<file path="config.mk">
export PLATFORM = sky130hd
export DESIGN_NAME = loopback_link_ctrl
export DESIGN_NICKNAME = d
export VERILOG_FILES = /design/src/rtl/loopback_link_ctrl.sv
export SDC_FILE = /design/constraint.sdc
export NUM_CORES = 1
export LEC_CHECK = 0
export BUFFER_PORTS_ARGS = -buffer_cell sky130_fd_sc_hd__buf_2
export CAP_MARGIN = 20
export CORE_MARGIN = 10
export CORE_UTILIZATION = 58
export CTS_CLUSTER_SIZE = 40
export DETAILED_ROUTE_END_ITERATION = 8
export GPL_TIMING_DRIVEN = 0
export PLACE_DENSITY = 0.8
export SLEW_MARGIN = 20
export SYNTH_ARGS = -nofsm -noshare
export SYNTH_HDL_FRONTEND = slang
export SYNTH_SLANG_ARGS = --single-unit
</file>
<file path="constraint.sdc">
create_clock -name clk -period 3.7 [get_ports clk]
set_input_delay 0.185 -clock clk [delete_from_list [all_inputs] [get_ports clk]]
set_output_delay 0.185 -clock clk [all_outputs]
set_load 0.03 [all_outputs]
</file>
<file path="src/rtl/loopback_link_ctrl.sv">
// Bring-up and word-alignment controller for the HPIO TX->RX loopback path.
// Waits for the PHYs, releases the counter source, finds the bit-slip and then monitors the locked link.
module loopback_link_ctrl #(
   parameter int LOCK_MATCHES = 16,
   parameter int LOSS_ERRS    = 4,
   parameter int PHY_TIMEOUT  = 4096,
   parameter int MAX_SLIPS    = 16
) (
   input  logic        clk,
   input  logic        rst,
   input  logic        tx_rst_seq_done,
   input  logic        rx_rst_seq_done,
   input  logic        tx_pll_locked,
   input  logic        rx_pll_locked,
   input  logic        phy_dly_rdy,
   input  logic        phy_vtc_rdy,
   input  logic        rx_fifo_empty,
   output logic        rx_fifo_rd_en,
   input  logic        rx_data_valid,
   input  logic [7:0]  rx_data,
   output logic        source_rst,
   output logic [7:0]  aligned_data,
   output logic        aligned_valid,
   output logic [2:0]  slip,
   output logic [2:0]  state,
   output logic        link_locked,
   output logic        link_error,
   output logic [15:0] err_count
);
   localparam int TW = $clog2(PHY_TIMEOUT + 1);
   localparam int MW = $clog2(LOCK_MATCHES + 1);
   localparam int SW = $clog2(MAX_SLIPS + 1);
   localparam int LW = $clog2(LOSS_ERRS + 1);

   typedef enum logic [2:0] {
      IDLE     = 3'd0,
      WAIT_PHY = 3'd1,
      RELEASE  = 3'd2,
      ALIGN    = 3'd3,
      LOCKED   = 3'd4,
      FAIL     = 3'd6
   } state_t;

   state_t        cur_state, next_state;
   logic [TW-1:0] tmo_cnt;
   logic [MW-1:0] match_cnt;
   logic [SW-1:0] slip_cnt;
   logic [LW-1:0] miss_cnt;
   logic [7:0]    prev, last, cand;
   logic [15:0]   shifted;
   logic          seed, phy_ok, word_ok, take_word, enter_align, enter_locked;

   assign phy_ok = tx_rst_seq_done & rx_rst_seq_done & tx_pll_locked &
                   rx_pll_locked & phy_dly_rdy & phy_vtc_rdy;

   // The candidate word spans the current and previous raw bytes, selected by the slip.
   assign shifted      = {rx_data, prev} >> slip;
   assign cand         = shifted[7:0];
   assign word_ok      = (cand == 8'(last + 8'd1));
   assign take_word    = rx_data_valid & phy_ok;
   assign enter_align  = (next_state == ALIGN) && (cur_state != ALIGN);
   assign enter_locked = (next_state == LOCKED) && (cur_state != LOCKED);

   always_ff @(posedge clk) begin
      if (rst) cur_state <= IDLE;
      else     cur_state <= next_state;
   end

   // Loss of any PHY ready indication overrides every other transition.
   always_comb begin
      next_state    = cur_state;
      source_rst    = 1'b1;
      rx_fifo_rd_en = 1'b0;
      link_locked   = 1'b0;
      link_error    = 1'b0;
      state         = cur_state;
      case (cur_state)
         IDLE: next_state = WAIT_PHY;
         WAIT_PHY: begin
            if (phy_ok)                                  next_state = RELEASE;
            else if (tmo_cnt == TW'(PHY_TIMEOUT - 1))    next_state = FAIL;
         end
         RELEASE: begin
            source_rst    = 1'b0;
            rx_fifo_rd_en = ~rx_fifo_empty;
            if (!phy_ok)             next_state = WAIT_PHY;
            else if (!rx_fifo_empty) next_state = ALIGN;
         end
         ALIGN: begin
            source_rst    = 1'b0;
            rx_fifo_rd_en = ~rx_fifo_empty;
            if (!phy_ok) next_state = WAIT_PHY;
            else if (rx_data_valid && !seed) begin
               if (word_ok && match_cnt == MW'(LOCK_MATCHES - 1))    next_state = LOCKED;
               else if (!word_ok && slip_cnt == SW'(MAX_SLIPS - 1)) next_state = FAIL;
            end
         end
         LOCKED: begin
            source_rst    = 1'b0;
            rx_fifo_rd_en = ~rx_fifo_empty;
            link_locked   = 1'b1;
            if (!phy_ok) next_state = WAIT_PHY;
            else if (rx_data_valid && !word_ok && miss_cnt == LW'(LOSS_ERRS - 1))
               next_state = ALIGN;
         end
         FAIL:    link_error = 1'b1;
         default: next_state = IDLE;
      endcase
   end

   // Alignment search, lock monitoring and error accounting.
   always_ff @(posedge clk) begin
      if (rst) begin
         tmo_cnt       <= '0;
         match_cnt     <= '0;
         slip_cnt      <= '0;
         miss_cnt      <= '0;
         prev          <= '0;
         last          <= '0;
         seed          <= 1'b0;
         slip          <= '0;
         err_count     <= '0;
         aligned_data  <= '0;
         aligned_valid <= 1'b0;
      end else begin
         aligned_valid <= 1'b0;
         if (rx_data_valid) prev <= rx_data;
         tmo_cnt <= (cur_state == WAIT_PHY && next_state == WAIT_PHY) ? tmo_cnt + 1'b1 : '0;

         if (cur_state == ALIGN && take_word) begin
            last <= cand;
            if (seed) begin
               seed <= 1'b0;
            end else if (word_ok) begin
               match_cnt <= match_cnt + 1'b1;
            end else begin
               match_cnt <= '0;
               slip      <= slip + 3'd1;
               slip_cnt  <= slip_cnt + 1'b1;
               seed      <= 1'b1;
            end
         end

         if (cur_state == LOCKED && take_word) begin
            aligned_valid <= 1'b1;
            aligned_data  <= cand;
            last          <= cand;
            if (word_ok) begin
               miss_cnt <= '0;
            end else begin
               miss_cnt <= miss_cnt + 1'b1;
               if (err_count != 16'hFFFF) err_count <= err_count + 16'd1;
            end
         end

         // The first word after entering ALIGN or changing slip only seeds the comparison.
         if (enter_align) begin
            seed      <= 1'b1;
            match_cnt <= '0;
            slip_cnt  <= '0;
         end
         if (enter_locked) miss_cnt <= '0;
      end
   end
endmodule

</file>
==> metrics.cfg, run 1 <==
[global_route]
grt_usage = 0.1801
overflow = 0
grt_first_pass_wirelength_um = 16750
grt_max_degree = 13
antenna_found_initial = 0
first_global_vias = 3513

[worst_setup_path]
path_buf_inv = 4
setup.worst_path.class = reg -> reg
crit_path_start = slip[0]$_SDFFE_PP0P_
crit_chain = buf_6 > buf_12 > mux4_2 > mux2i_1 > xnor2_1 > o2111ai_4 > o31ai_4 > buf_2 > buf_2 > o21ai_0 > a21oi_1
critPathTopFamily = compound AO/OA/AOI/OAI gates
crit_slowest_cell = mux4_2
crit_fanout = 10
worstPathRequired_ps = 3970
crit_top_cell = buf_2
r2r-start = slip[0]$_SDFFE_PP0P_
cp-end-kind = register
ff2ff_setup_slack_ps = 320
cp.arrival_ps = 3660
regToRegEndpoint = err_count[3]$_SDFFE_PP0P_
crit_path_start_kind = register
rr_worst_depth = 11
slowest_delay_ps = 510

[power_and_ir_drop]
leakagePower_uw = 0.001666
power_density_mw_per_mm2 = 334.9
switchingPower_uw = 380.5
ir_drop_uv = 190.5
netSwitchingFraction = 0.2418
clkPwrFrac = 0.416
combPwrFrac = 0.069
seqPwrFrac = 0.515
intPower_uw = 1193

[clock_tree]
htree_levels = 3
cts-hold-fix-buffers = 0
insertion_delay_ps = 350
post-cts-setup-buffer-count = 0
clkTransAtPathRegs_ps = 80
clockBufferDepth = 2
cts_sinks = 74
ctsRootBufferMaster = clkbuf_8
numCtsBuffers = 9
cts_tree = yes
cts_resized = 0

[final_layout]
nets = 537
area_growth_pct = 14.23
final_cell_area_mm2 = 0.004700
drive_gt1_frac = 0.2121
antenna_cells = 0
final_core_util = 0.6879

[detailed_routing]
via_per_inst = 5.993
antenna_left = 0
wl_per_cell_um = 16.33
drtIter0Drc = 338
drt-pass1-iter-count = 5
drc_errors = 0
drt-total-wl_um = 9963
num_vias = 3656

[synth]
synthFlopType = dfxtp_1
synth_cells = 446
synth-seq-cells = 74
synth_cell_type_count = 60
synth-seq-area-share = 0.3601
syn_area_mm2 = 0.004114
synth_edf_count = 0
synth_nets = 474
yosys_warnings = 0
synthArstFlopShare = 0
synth.avg_cell_area_um2 = 9.224

[sta]
report.final.hold_viol_count = 0
hold_slack_ps = 80.99
tightest_slew_ps = 689.5
relSlewSlack = 0.5404
slew_viol_final = 0
finalSetupTns_ps = 0
skew_ps = 12.71
period_share = 0.9148
finalSetupViolations = 0
rsz0062_at_grt = false
fmax_mhz = 295.4
final.min_clock_period_ps = 3385

[floorplanning]
die_area_mm2 = 0.01086
die_w_um = 104.2
std_cell_rows = 30
die_height_um = 104.2
initial_utilization = 0.6022
core_mm2 = 0.006832
io_pins = 53

[min_path]
hold_class = in -> reg
hold_path_end = prev[7]$_SDFFE_PP0P_
min-delay-start = rx_data[7]
whs_path_depth = 3

[outcome]
status = complete, no violations

[placement]
portBuffers = 52
placed_area_mm2 = 0.004494
dp_hpwl_um = 7039
gp_congestion = 0.8835

[run]
drv_cap = 0

logic make-up after synthesis:
kind of cell	Yosys count	share of synthesized area
and+or+nand+nor	165	0.2089
DFF	74	0.3601
muxes	31	0.1244
buffers and inverters	43	0.05109
AOI/OAI and AO/OA	105	0.1849
adders and majority gates	10	0.03041
xor gates and xnor gates	18	0.04015
per-stage QoR:
step | cells | power (uW) | setup WS [ps]
after floorplan | 446 | 900.6 | 612.0
after global placement | 594 | 933.0 | 404.1
after detailed placement | 594 | 934.9 | 340.9
after CTS | 610 | 1573 | 327.0
after global routing | 610 | 1614 | 119.1
final | 610 | 1574 | 315.3
tightest hold or removal path, delay by kind of cell:
family        cells  cell delay [ps]
buf+inv           1               70
mux               1               60
simple gates      1               80
power by group through the flow:
| stage | Sequential [uW] | Combinational, uW | Clock, uW |
|---|---|---|---|
| 2_1_floorplan | 827 | 73.2 | 0 |
| 3_3_place_gp | 827 | 106 | 0 |
| 3_5_place_dp | 828 | 107 | 0 |
| 4_1_cts | 810 | 108 | 655 |
| 5_1_grt | 811 | 117 | 686 |
| 6_report | 811 | 109 | 655 |
per-layer routing:
layer	wire length, um	GRT usage	vias to the layer above	part of all wire
li1	-	-	1793	-
met1	4510	0.2201	1755	0.45
met2	4863	0.3041	88	0.49
met3	375	0.02974	20	0.038
met4	213	0.07853	0	0.021
met5	0	0	-	0
sequential cells by signal, summed over array words and instances (netlist names), 5 cells and up:
name / cells
match_cnt: 5
err_count: 16
aligned_data: 8
slip_cnt: 5
tmo_cnt: 13
prev: 8
last: 8
how the worst max path moves through the flow:
stage	endpoint	slack (ps)	cells after the start
3_3_place_gp	err_count[3]$_SDFFE_PP0P_	400	11
2_1_floorplan	match_cnt[0]$_SDFFE_PP0P_	610	10
3_5_place_dp	err_count[3]$_SDFFE_PP0P_	340	11
6_report	err_count[3]$_SDFFE_PP0P_	320	11
5_1_grt	err_count[0]$_SDFFE_PP0P_	120	11
4_1_cts	err_count[3]$_SDFFE_PP0P_	330	11
area by class of cell:
| class | count | area (um2) |
|---|---|---|
| Inverter | 15 | 56.30 |
| Buffer | 28 | 153.9 |
| Fill cell | 587 | 2132 |
| Timing Repair Buffer | 52 | 260.3 |
| Clock inverter | 4 | 50.05 |
| Clock buffer | 12 | 155.1 |
| Multi-Input combinational cell | 329 | 2422 |
| Tap cell | 96 | 120.1 |
| Sequential cell | 74 | 1481 |
cells in the final DEF (no fill, tap or decap), drive strengths merged, types with 4 or more instances in the layout:
master,instances
a211oi,25
a21oi,25
and3,11
buf,64
clkbuf,28
dfxtp,74
ha,10
inv,15
mux2i,17
mux4,12
nand2,21
nand3,28
nand4,5
nor2,52
nor3,9
nor4,4
o21ai,14
o31ai,13
o41ai,4
or2,4
or3,9
or4,10
xnor2,9
xor2,9
cell usage after synthesis (2+ instances only):
library cell	n	area [um2]
a2111oi_0	2	17.52
a211oi_1	23	172.7
a211oi_2	2	25.02
a21o_1	2	15.01
a21oi_1	25	125.1
a22oi_1	2	15.01
and2_1	2	12.51
and3_1	11	68.82
buf_1	2	7.510
buf_2	5	25.02
buf_6	3	33.78
clkbuf_1	16	60.06
dfxtp_1	74	1481
ha_1	10	125.1
inv_1	15	56.30
mux2_2	2	22.52
mux2i_1	13	130.1
mux2i_4	3	67.56
mux4_1	2	52.55
mux4_2	10	225.2
nand2_1	21	78.83
nand2b_1	3	18.77
nand3_1	26	130.1
nand3_4	2	35.03
nand4_1	5	31.28
nand4b_1	2	17.52
nor2_1	52	195.2
nor2b_1	3	18.77
nor3_1	8	40.04
nor4_1	4	25.02
o211ai_1	2	15.01
o21a_1	2	15.01
o21ai_0	14	70.07
o311ai_0	3	26.28
o31a_1	3	26.28
o31ai_1	12	90.09
o41ai_1	4	35.03
or2_2	4	25.02
or3_1	8	50.05
or4_1	9	67.56
xnor2_1	9	78.83
xor2_1	8	70.07
Note: power is estimated with default switching activity, not from simulation.
==> run 2, diff against run 1 <==
--- a/config.mk
+++ b/config.mk
@@ -5,6 +5,7 @@
 export SDC_FILE = /design/constraint.sdc
 export NUM_CORES = 1
 export LEC_CHECK = 0
+export ABC_AREA = 1
 export BUFFER_PORTS_ARGS = -buffer_cell sky130_fd_sc_hd__buf_2
 export CAP_MARGIN = 20
 export CORE_MARGIN = 10
==> run 2 against run 1 <==
Compared with the run above:
- first-iteration DRC count shrank 28%
- clock-buffer cell count shrank 3
- synthesized area increased by 1.8%
- critical path type unchanged
- register-to-register slack improved by 910 ps
- setup slack gained 910 ps
- clock power is 8.9% higher
- via count increased by 18%
- final area up 1.9%
==> metrics.cfg, run 2 <==
[floorplanning]
io_pins = 53
core_mm2 = 0.006907
std_cell_rows = 30
die_height_um = 105.0
initial_utilization = 0.6062
die_area_mm2 = 0.01102
die_w_um = 105.0

[detailed_routing]
wl_met2_um = 5161
top_layer_used = met4
drc_errors = 0
num_vias = 4299
via_per_inst = 5.463
drt-total-wl_um = 11030
wl_met1_um = 4970
antenna_left = 0
drtIter0Drc = 243
wl_met3_um = 761
drt-pass1-iter-count = 5
wl_per_cell_um = 14.01

[synth]
synth_area_leader_cell = dfxtp_1
post_synth_main_area_contributors = dfxtp_1 (35%), nand2_1 (13%), nand3_1 (8.0%)
synthFlopType = dfxtp_1
yosysMostFrequentCell = nand2_1
synth.avg_cell_area_um2 = 6.709
synth_edf_count = 0
synth_cells = 624
synth_commonest_cells = nand2_1 (146), dfxtp_1 (74), inv_1 (73)
yosys_warnings = 0
synth-seq-area-share = 0.3539
synth-seq-cells = 74
synthArstFlopShare = 0
synth_top_area_frac = 0.3539
syn_area_mm2 = 0.004187
synth_nets = 652
synth_cell_type_count = 37

[sta]
finalSetupTns_ps = 0
period_share = 0.6681
slew_viol_final = 0
finalSetupViolations = 0
hold_slack_ps = 54.17
postLayoutSetupSlackWorst_ps = 1228
skew_ps = 8.179
tightest_slew_ps = 552.6
relSlewSlack = 0.6316
final.min_clock_period_ps = 2472
fmax_mhz = 404.5
report.final.hold_viol_count = 0
rsz0062_at_grt = false

[placement]
place_ws_ps = 1346
placed_area_mm2 = 0.004562
dp_hpwl_um = 8272
gp_congestion = 0.9121
dpl.cell_count = 771
portBuffers = 51

[final_layout]
reg.largest.list = err_count x16, tmo_cnt x13
final_common_cell = nand2_1
final_cell_area_mm2 = 0.004787
drive_gt1_frac = 0.1635
antenna_cells = 0
largest_reg_flops = 16
nets = 714
largest-register = err_count
fillers = 631
area_growth_pct = 14.35
stdcell_count = 787
layout_common_cells = nand2_1 (146), dfxtp_1 (74), inv_1 (73)

[min_path]
hold_class = in -> reg
min-delay-start = rx_data[7]

[run]
drv_cap = 0

[worst_setup_path]
crit_path_start = slip[0]$_SDFFE_PP0P_
worstPathRequired_ps = 4000
cp.arrival_ps = 2770
regToRegEndpoint = err_count[4]$_SDFFE_PP0P_
ff2ff_setup_slack_ps = 1230
r2r-start = slip[0]$_SDFFE_PP0P_
cp-end-kind = register
crit_path_start_kind = register
crit_end = err_count[4]$_SDFFE_PP0P_
rr_worst_depth = 17
setup.worst_path.class = reg -> reg
crit_fanout = 10

[power_and_ir_drop]
leakagePower_uw = 0.002102
power_density_mw_per_mm2 = 339.0
ir_drop_uv = 223.9

[global_route]
antenna_found_initial = 0
overflow = 0
grt_max_degree = 15
first_global_vias = 4020
grt_first_pass_wirelength_um = 18570
grt_usage = 0.1966

[clock_tree]
cts_sinks = 74
clockBufferDepth = 2
numCtsBuffers = 9
htree_levels = 3
cts-hold-fix-buffers = 0
clkTransAtPathRegs_ps = 80
cts_resized = 0
insertion_delay_ps = 360
post-cts-setup-buffer-count = 0
cts_tree = yes
ctsRootBufferMaster = clkbuf_8

[outcome]
status = complete, no violations

## run 2: per-stage QoR
step / total power, uW / util
6_report: 1623 / 0.6931
5_1_grt: 1684 / 0.6931
4_1_cts: 1634 / 0.6931
3_5_place_dp: 926.2 / 0.6605
3_3_place_gp: 923.7 / 0.6605
2_1_floorplan: 893.5 / -
## run 2: cells by family after synthesis
group / share of synthesized area
buffers and inverters: 0.09265
adders and majority gates: 0.02989
AOI/OAI and AO/OA: 0.1198
and+or+nand+nor: 0.3640
xor gates and xnor gates: 0.03975
DFF: 0.3539
## run 2: per-layer routing
| layer | vias up | global-route usage |
|---|---|---|
| li1 | 2157 | - |
| met1 | 1986 | 0.2467 |
| met2 | 136 | 0.3238 |
| met3 | 20 | 0.05467 |
| met4 | 0 | 0.05000 |
| met5 | - | 0 |
## run 2: power by group
| part | total, uW | internal, uW | switching (uW) | leakage [uW] |
|---|---|---|---|---|
| Combinational | 98.9 | 31.7 | 67.1 | 0.00140 |
| Clock | 713 | 385 | 328 | 0.000106 |
| Sequential | 811 | 803 | 7.59 | 0.000598 |
| Total | 1620 | 1220 | 403 | 0.00210 |
## run 2: how the worst min path moves through the flow
stage	slack [ps]	to	cells after the start
2_1_floorplan	320	prev[2]$_SDFFE_PP0P_	2
3_3_place_gp	410	prev[7]$_SDFFE_PP0P_	3
3_5_place_dp	420	prev[7]$_SDFFE_PP0P_	3
4_1_cts	50	prev[7]$_SDFFE_PP0P_	3
5_1_grt	60	prev[7]$_SDFFE_PP0P_	3
6_report	50	prev[7]$_SDFFE_PP0P_	3
## run 2: final cells by class
class,instances,area [um2],share of cell area
multi-input cells,453,2317,0.4841
flip-flops and latches,74,1481,0.3095
inverters,79,296.5,0.06194
repair buffers,51,255.2,0.05332
clock buffers,9,123.9,0.02588
well taps,96,120.1,0.02509
clock inverters,7,101.3,0.02117
plain buffers,18,91.34,0.01908
## run 2: worst max-delay path: stages, from the launching register on
cell	delay, ps
dfxtp_1	550
inv_2	140
buf_6	170
nand2_2	60
nand3_1	80
nand3_1	150
nand2_1	110
nand2_1	70
nand2_1	50
nand2_1	100
nor2_4	60
nand2_4	100
nand2_1	90
inv_2	130
nand4_1	170
o21ai_0	240
inv_1	70
nor2_1	80
==> run 3, diff against run 2 <==
--- a/config.mk
+++ b/config.mk
@@ -9,11 +9,11 @@
 export BUFFER_PORTS_ARGS = -buffer_cell sky130_fd_sc_hd__buf_2
 export CAP_MARGIN = 20
 export CORE_MARGIN = 10
-export CORE_UTILIZATION = 58
+export CORE_UTILIZATION = 53
 export CTS_CLUSTER_SIZE = 40
 export DETAILED_ROUTE_END_ITERATION = 8
 export GPL_TIMING_DRIVEN = 0
-export PLACE_DENSITY = 0.8
+export PLACE_DENSITY = 0.77
 export SLEW_MARGIN = 20
 export SYNTH_ARGS = -nofsm -noshare
 export SYNTH_HDL_FRONTEND = slang
==> constraint.sdc (replaced) <==
create_clock -name clk -period 2 [get_ports clk]
set_input_delay 0.1 -clock clk [delete_from_list [all_inputs] [get_ports clk]]
set_output_delay 0.1 -clock clk [all_outputs]
set_load 0.03 [all_outputs]
==> run 3 against run 2 <==
Compared with the run above:
- the flow now finishes with violations (negative setup slack)
- register-to-register slack got worse by 1500 ps
- setup slack got worse by 1500 ps
- worst hold slack got worse by 34 ps
- sequential power is 85% higher
- final area up 20%
- power up 94%
- sequential cell count did not move
- wire length is 25% higher
- non-clock buffer count increased by 44
- critical endpoint is now miss_cnt[2]$_SDFFE_PP0P_
==> metrics.cfg, run 3 (synthesis gave the netlist of run 2 again) <==
[placement]
dp_hpwl_um = 8116
gp_congestion = 0.9300
dpl.cell_count = 777
place_ws_ps = -239.5
portBuffers = 51

[worst_setup_path]
crit_top_cell = nand2_2
crit_chain = ha_4 > nand2_4 > o21ai_1 > inv_1 > nand2_1 > nand2_1 > nand2_2 > nor2_4 > nand2_4 > nand2_2 > a21oi_1 > nand2_1 > nand2_2 > nand2_2 > a21oi_1
cp.arrival_ps = 2570
cp-end-kind = register
crit_fanout = 6
path_buf_inv = 1
slowest_delay_ps = 380
setup.worst_path.class = reg -> reg
crit_slowest_cell = dfxtp_2
worstPathRequired_ps = 2270
critPathTopFamily = simple AND/OR/NAND/NOR gates
crit_path_start_kind = register

[floorplanning]
die_w_um = 108.9
initial_utilization = 0.5446
core_mm2 = 0.007687
std_cell_rows = 32
die_area_mm2 = 0.01185
die_height_um = 108.9
io_pins = 53

[sta]
finalSetupViolations = 41
final.min_clock_period_ps = 2305
postLayoutSetupSlackWorst_ps = -305.4
tightest_slew_ps = 569.6
report.final.hold_viol_count = 0
fmax_mhz = 433.8
slew_viol_final = 0
period_share = 1.153
rsz0062_at_grt = true
skew_ps = 17.32
relSlewSlack = 0.6203

[global_route]
grt_first_pass_wirelength_um = 20540
grt_max_degree = 14
first_global_vias = 4511
grt_usage = 0.2110
antenna_found_initial = 0
overflow = 0

[power_and_ir_drop]
seqPwrFrac = 0.477
power_density_mw_per_mm2 = 548.5
clkPwrFrac = 0.422
finalPower_uw = 3141
intPower_uw = 2351
switchingPower_uw = 789.4
ir_drop_uv = 483.6
leakagePower_uw = 0.002504
combPwrFrac = 0.100
netSwitchingFraction = 0.2514

[detailed_routing]
wl_per_cell_um = 16.51
via_per_inst = 5.802
drt-pass1-iter-count = 7
num_vias = 4856
drc_errors = 0
antenna_left = 0
drtIter0Drc = 414
drt-total-wl_um = 13820

[final_layout]
largest_reg_flops = 16
area_growth_pct = 36.76
stdcell_count = 837
drive_gt1_frac = 0.3469
final_core_util = 0.7448
largest-register = err_count
nets = 758
layout_common_cells = nand2_1 (108), inv_1 (66), dfxtp_1 (66)
final_common_cell = nand2_1
reg.largest.list = err_count x16, tmo_cnt x13
antenna_cells = 0

[clock_tree]
numCtsBuffers = 9
ctsRootBufferMaster = clkbuf_8
clkTransAtPathRegs_ps = 90
cts_tree = yes
clockBufferDepth = 2
htree_levels = 3
cts_sinks = 74
insertion_delay_ps = 360

[outcome]
status = complete, but fails checks
violations = negative setup slack

[min_path]
hold_class = in -> reg

[run]
drv_cap = 0

## run 3: changes by cell type in the layout (fill, tap and decap cells not counted), sizes merged
cell / delta
inv: -1
buf: +44
clkinv: +2
clkinvlp: -2
dlygate4sd3: +1
## run 3: worst paths after layout
check	to	slack, ps	start	depth (start not counted)
worst min register to register	tmo_cnt[0]$_SDFF_PP0_	460	tmo_cnt[0]$_SDFF_PP0_	1
worst min-delay path	prev[6]$_SDFFE_PP0P_	20	rx_data[6]	3
worst max register to register	miss_cnt[2]$_SDFFE_PP0P_	-310	last[1]$_SDFFE_PP0P_	15
worst max-delay path	miss_cnt[2]$_SDFFE_PP0P_	-310	last[1]$_SDFFE_PP0P_	15
## run 3: worst reg2reg max path, stage by stage, from the launching register on
cell and delay [ps]:
dfxtp_2 380, ha_4 160, nand2_4 60, o21ai_1 320
inv_1 160, nand2_1 120, nand2_1 60, nand2_2 90
nor2_4 60, nand2_4 100, nand2_2 60, a21oi_1 200
nand2_1 110, nand2_2 80, nand2_2 80, a21oi_1 190
## run 3: area by class of cell
type / instances / area (um2)
fillers: 535 / 1962
clock inverters: 6 / 87.58
clock buffers: 10 / 137.6
repair buffers: 96 / 636.9
flip-flops and latches: 74 / 1501
well taps: 102 / 127.6
inverters: 79 / 309.0
plain buffers: 17 / 143.9
multi-input cells: 453 / 2781
## run 3: through the flow
step	hold slack, ps	TNS (ps)	cell area, um2
5_1_grt	46.38	-12250	5725
2_1_floorplan	234.9	-6.452	4209
6_report	19.85	-8384	5725
3_3_place_gp	333.9	-3793	4592
4_1_cts	3.200	-1061	5390
3_5_place_dp	353.3	-5915	4592
## run 3: routing by layer
layer | part of all wire | GRT usage
met1 | 0.38 | 0.2391
met2 | 0.48 | 0.3578
met3 | 0.088 | 0.04956
met4 | 0.051 | 0.1177
met5 | 0 | 0
## run 3: what timing repair did
action                                  CTS  global route
gates resized for setup                  73            84
setup buffers                            35             6
endpoints found under the hold margin     1             0
pin swaps                                21            26
gates cloned                              2             1
hold buffers                              1             0
endpoints found under the setup margin   39            63
## run 3: power groups by stage
| stage | Clock (uW) | Combinational, uW | Sequential (uW) |
|---|---|---|---|
| 2_1_floorplan | 0 | 120 | 1530 |
| 3_3_place_gp | 0 | 175 | 1530 |
| 3_5_place_dp | 0 | 178 | 1530 |
| 4_1_cts | 1340 | 253 | 1490 |
| 5_1_grt | 1400 | 334 | 1500 |
| 6_report | 1330 | 316 | 1500 |
